### config.mk
export PLATFORM = sky130hd
export DESIGN_NAME = tff_mod_counter_flat
export DESIGN_NICKNAME = d
export VERILOG_FILES = /design/src/rtl/tff_counter_pkg.sv /design/src/rtl/tff_mod_counter_if.sv /design/src/rtl/tff_cell.sv /design/src/rtl/tff_mod_counter.sv /design/src/flat_wrapper.sv
export SDC_FILE = /design/constraint.sdc
export NUM_CORES = 1
export LEC_CHECK = 0
export BUFFER_PORTS_ARGS = -buffer_cell sky130_fd_sc_hd__buf_2
export CAP_MARGIN = 20
export CELL_PAD_IN_SITES_DETAIL_PLACEMENT = 1
export CELL_PAD_IN_SITES_GLOBAL_PLACEMENT = 2
export CORE_MARGIN = 2
export CORE_UTILIZATION = 30
export DETAILED_ROUTE_END_ITERATION = 10
export PLACE_DENSITY = 0.84
export SYNTH_ARGS = -nofsm -noshare
export SYNTH_HDL_FRONTEND = slang
export SYNTH_SLANG_ARGS = --single-unit
### constraint.sdc
create_clock -name Clock -period 3.13 [get_ports Clock]
set_clock_uncertainty 0.05 [all_clocks]
set_input_delay 0.1565 -clock Clock [delete_from_list [all_inputs] [get_ports Clock]]
set_output_delay 0.1565 -clock Clock [all_outputs]
set_load 0.01 [all_outputs]
### src/rtl/tff_counter_pkg.sv
// Shared constants and helpers for the T-flip-flop modulo counter.
// Imported by the counter RTL and by its bench.
package tff_counter_pkg;

  localparam int DEFAULT_WIDTH   = 4;
  localparam int DEFAULT_MODULUS = 10;

  // Largest legal count for a given modulus.
  function automatic int max_count(input int modulus);
    return modulus - 1;
  endfunction

endpackage

### src/rtl/tff_mod_counter_if.sv
// Control/status bundle of the modulo counter.
// T exposes the per-bit toggle enables so checkers can observe the toggle datapath.
interface tff_mod_counter_if #(
  parameter int WIDTH = tff_counter_pkg::DEFAULT_WIDTH
);
  // There is no valid/ready handshake: the counter samples En/Up/Load/D on every
  // falling edge of Clock with no backpressure. Q is registered, while TC and T are
  // combinational views of the decision that the next falling edge will commit.
  logic             En;
  logic             Up;
  logic             Load;
  logic [WIDTH-1:0] D;
  logic [WIDTH-1:0] Q;
  logic             TC;
  logic [WIDTH-1:0] T;

  modport master (output En, Up, Load, D, input Q, TC, T);
  modport slave  (input En, Up, Load, D, output Q, TC, T);
endinterface

### src/rtl/tff_cell.sv
// Single T flip-flop: toggles on the falling edge of Clock when T=1.
// Asynchronous active-high reset clears the bit to 0.
module tff_cell (
  input  logic Clock,
  input  logic Reset,
  input  logic T,
  output logic Q
);

  always_ff @(negedge Clock or posedge Reset) begin
    if (Reset) begin
      Q <= 1'b0;
    end else if (T) begin
      Q <= ~Q;
    end
  end

endmodule

### src/rtl/tff_mod_counter.sv
// Modulo-MODULUS up/down counter with parallel load, built from WIDTH T cells.
// Define TFF_COUNTER_SAT_EN to make the counter saturate at its ends instead of wrapping.
module tff_mod_counter
  import tff_counter_pkg::*;
#(
  parameter int WIDTH   = DEFAULT_WIDTH,
  parameter int MODULUS = DEFAULT_MODULUS
) (
  input  logic                Clock,
  input  logic                Reset,
  tff_mod_counter_if.slave    bus
);

  if (MODULUS < 2 || MODULUS > (1 << WIDTH)) begin : g_bad_modulus
    $error("tff_mod_counter: MODULUS must satisfy 2 <= MODULUS <= 2**WIDTH");
  end

  localparam logic [WIDTH-1:0] MAX_Q = WIDTH'(max_count(MODULUS));
  localparam logic [WIDTH:0]   MOD_X = (WIDTH+1)'(MODULUS);

  logic [WIDTH-1:0] q;
  logic [WIDTH-1:0] next_q;
  logic [WIDTH-1:0] t;
  logic             at_max;
  logic             at_zero;
  logic [WIDTH-1:0] up_wrap;
  logic [WIDTH-1:0] down_wrap;

  assign at_max  = (q == MAX_Q);
  assign at_zero = (q == '0);

`ifdef TFF_COUNTER_SAT_EN
  assign up_wrap   = MAX_Q;
  assign down_wrap = '0;
`else
  assign up_wrap   = '0;
  assign down_wrap = MAX_Q;
`endif

  // Load beats count; an out-of-range load value clamps to 0 so Q stays legal.
  always_comb begin
    next_q = q;
    if (bus.Load) begin
      next_q = ({1'b0, bus.D} < MOD_X) ? bus.D : '0;
    end else if (bus.En) begin
      if (bus.Up) begin
        next_q = at_max ? up_wrap : q + WIDTH'(1);
      end else begin
        next_q = at_zero ? down_wrap : q - WIDTH'(1);
      end
    end
  end

  // Each bit only ever changes by toggling its cell.
  assign t = next_q ^ q;

  for (genvar i = 0; i < WIDTH; i++) begin : g_cells
    tff_cell u_cell (
      .Clock (Clock),
      .Reset (Reset),
      .T     (t[i]),
      .Q     (q[i])
    );
  end

  assign bus.Q  = q;
  assign bus.T  = t;
  assign bus.TC = bus.En & ~Reset & ((bus.Up & at_max) | (~bus.Up & at_zero));

endmodule

### src/flat_wrapper.sv
// flat-port wrapper written by rule: the top's interface ports become plain ports
module tff_mod_counter_flat import tff_counter_pkg::*;
#(
  parameter int WIDTH   = DEFAULT_WIDTH,
  parameter int MODULUS = DEFAULT_MODULUS
)
  (Clock, Reset, bus_En, bus_Up, bus_Load, bus_D, bus_Q, bus_TC, bus_T);
  tff_mod_counter_if #(.WIDTH(WIDTH)) bus_i ();
  input  logic Clock;
  input  logic Reset;
  input wire logic [$bits(bus_i.En)-1:0] bus_En;
  input wire logic [$bits(bus_i.Up)-1:0] bus_Up;
  input wire logic [$bits(bus_i.Load)-1:0] bus_Load;
  input wire logic [$bits(bus_i.D)-1:0] bus_D;
  output wire logic [$bits(bus_i.Q)-1:0] bus_Q;
  output wire logic [$bits(bus_i.TC)-1:0] bus_TC;
  output wire logic [$bits(bus_i.T)-1:0] bus_T;
  assign bus_i.En = bus_En;
  assign bus_i.Up = bus_Up;
  assign bus_i.Load = bus_Load;
  assign bus_i.D = bus_D;
  assign bus_Q = bus_i.Q;
  assign bus_TC = bus_i.TC;
  assign bus_T = bus_i.T;
  tff_mod_counter #(.WIDTH(WIDTH), .MODULUS(MODULUS)) u_core (.Clock(Clock), .Reset(Reset), .bus(bus_i));
endmodule
==> results.md <==
- Final nets: roughly 130
- Syn_nets: 98
- Post-Synth XOR/XNOR Area: 0.0133
- R2R Setup Slk: 1.30 ns
- WHS Endpoint: bus_TC
- CP Launch Point: u_core.g_cells[0].u_cell.Q
- Main combinational cell family by area after synthesis: compound AO/OA/AOI/OAI gates
- Adder-cell share of the synthesized area: 0.0570
- Post-Synth Simple-Gate Area: 0.285
- Clk root buf: clkbuf_4
- Peak VDD IR: 0.173 mV
- Biggest regs: u_core.g_cells.u_cell.Q x4
- Worst EP arrival: 3.61 ns
- R2r startpoint: u_core.g_cells[0].u_cell.Q
- Worst setup path class: reg2out
- Top reg by flops: u_core.g_cells.u_cell.Q
- CTS buffer count: 3
- Cells after synthesis: between 80 and 90
- Worst EP required: roughly 3 ns
- Routability cong.: 0.811
- Mean area per synthesized cell: 7.65 um2
- Hold Crit Depth: 4
- Cell Area, Placed: roughly 840 um2
- Failing checks: setup timing
- Synth unique cells: 42
- Leak pwr: approximately 0.42 nW
- Worst-margin pin slew: 0.364 ns
- PortBufs: 17
- Placed insts: 134
- Drt drc: 0
- I/O pins: 18
- Die area: 2580 um2
- Antenna-violating nets left: 0
- Area grow syn2layout: 47.1%
- Hold Path Class: in2out
- Largest net degree at the start of global routing: 15
- Initial Utilization: 0.325
- Slew Viols, Final: 0
- Die height: around 50 um
- Worst R2R Path Depth: 6
- Crit-path cells: buf_6 > ha_4 > or3_1 > a31oi_2 > o31ai_4 > xnor2_1 > buf_2
- Synth top area share: 0.152
- Leading area contributor after synthesis: dfrtn_1
- Pwr per Cell Area: between 300 and 400 nW/um2
- First-pass GRT wire length: 3540 um
- Synth Area in Compound Gates: 0.302
- Layout Utilization: 0.479
- DR vias: 757
- Sequential area share after synthesis: 0.152
- Hold Vio Cnt, Final: 0
- Synth warnings: 0
- Vias in the first global route: ~740
- Mapped Area: 658 um2
- Num rows: 16
- Die width: approximately 50 um
- DR WL/cell: 15.2 um
- HPWL Detailed: 1510 um
- Critical Path End Type: output pin
- Slew HR: 0.757
- Synth Register Bits: 4
- Max FFs per register: 4
- Layout Cells excl Fill: 140
- Status: finished with violations
- Total track usage: 0.179
- RSZ-0062 raised after global routing: true
- Worst Setup Slack, final: -0.689 ns
- Worst-path clk slew: approximately 0.030 ns
- Post-synthesis mux area share: 0.0171
- Area contributors post-synth: dfrtn_1 (15%), buf_4 (9.1%), ha_1 (5.7%), o21ai_0 (5.3%), inv_1 (3.4%)
- Drt via density: 5.41
- Final Instance Area: 968 um2
- EDFF count, synth: 0
- Overflow after GRT: 0
- 1st-pass router iterations: 4
- Hold_buf cts: 0
- Clk sinks: 4
- TritonCTS clock tree: yes
- Worst-path fanout max: 4
- Primary FF master, synth: dfrtn_1
- Crit path largest cell delay: 0.40 ns
- Tot Pwr: 0.000334 W
- H-tree depth: 1
- Max-cap violations: 0
- Core area: 2020 um2
- Critical-path top delay cell: dfrtn_1
- Initial antenna violation count: 0
- Clock buffer depth: 2
- WL final: 2120 um
- Endpoints failing setup: 5
- Antenna diodes: 0
- Layout cells sized above 1: 0.540
- Worst r2r dst: u_core.g_cells[3].u_cell.Q
- Asr flop ratio synth: 1.00
- Clk_lat worst skew: between 0.2 and 0.3 ns
- Type of origin of the critical path: flop
- Worst Hold Launch: Reset
- Initial DRC count: 5
## cell usage after synthesis, types with 2 or more instances
library cell  instances
nand2b_1              3
a31oi_1               3
o21ai_0               7
clkbuf_1              4
nor2b_1               2
nand2_1               3
o31ai_1               2
inv_1                 6
nor2_1                2
nand3_1               2
buf_4                 8
a21oi_1               3
or3_1                 3
and2_1                2
dfrtn_1               4
o211ai_1              3
ha_1                  3
nand3b_1              2
## worst max-delay path: cells and delay by family (launching register included)
kind | cells | cell delay, ns
AO/OA/AOI/OAI | 2 | 0.38
XOR/XNOR | 1 | 0.17
adder cells (fa/ha/maj) | 1 | 0.15
buffers and inverters | 2 | 0.32
flip-flops | 1 | 0.40
AND/OR/NAND/NOR | 1 | 0.38
## logic make-up (layout without fill, tap and decap cells)
kind of cell	after synthesis	in the layout
flip-flops	4	4
adder cells (fa/ha/maj)	3	3
buffers and inverters	20	47
XOR/XNOR	1	1
multiplexers	1	1
AND/OR/NAND/NOR	28	28
AO/OA/AOI/OAI	29	29
## cells in the final DEF (no fill, tap or decap), types with 3 or more instances in the layout
| master | instances |
|---|---|
| or3_1 | 3 |
| o21ai_0 | 6 |
| dfrtn_1 | 4 |
| a21oi_1 | 3 |
| buf_4 | 20 |
| buf_2 | 16 |
| o211ai_1 | 3 |
| clkbuf_4 | 3 |
| inv_1 | 4 |
## power by group
group / leakage [nW] / internal [W] / total (W) / switching (W)
combinational: 0.357 / 0.000104 / 0.000206 / 0.000101
clock: 0.0138 / 0.0000429 / 0.0000644 / 0.0000215
sequential: 0.0494 / 0.0000585 / 0.0000644 / 0.00000587
total: 0.420 / 0.000206 / 0.000334 / 0.000128
## final cells by class
cell class | count | area (um2)
well taps | 27 | 33.8
clock buffers | 3 | 22.5
flip-flops and latches | 4 | 100
fillers | 249 | 1050
inverters | 6 | 22.5
multi-input cells | 62 | 537
repair buffers | 38 | 253
## metal layers
layer	vias to the layer above	track usage	wire length, um
met5	-	0	0
met4	0	0.0676	29
met3	4	0.0205	66
met2	18	0.300	1060
met1	367	0.236	963
li1	368	-	-
## worst max path at each step
stage / endpoint / slack [ns]
2_1_floorplan: bus_T[1] / -0.31
3_3_place_gp: bus_T[1] / -0.29
3_5_place_dp: bus_T[1] / -0.41
4_1_cts: bus_T[1] / -0.65
5_1_grt: bus_T[1] / -0.75
6_report: bus_T[1] / -0.69
## metrics by stage
stage / hold slack (ns) / worst slack [ns] / TNS (ns)
5_1_grt: 0.711 / -0.750 / -3.26
4_1_cts: 0.691 / -0.654 / -2.76
3_5_place_dp: 0.708 / -0.406 / -1.49
2_1_floorplan: 0.501 / -0.311 / -0.978
6_report: 0.682 / -0.689 / -2.84
3_3_place_gp: 0.694 / -0.291 / -1.24
## repair_timing
action / CTS / global route
gates resized for setup: 6 / 11
pin swaps: 8 / 5
endpoints found under the setup margin: 5 / 5
setup buffers: 3 / 0
No activity file was read; power rests on OpenSTA's default activity.
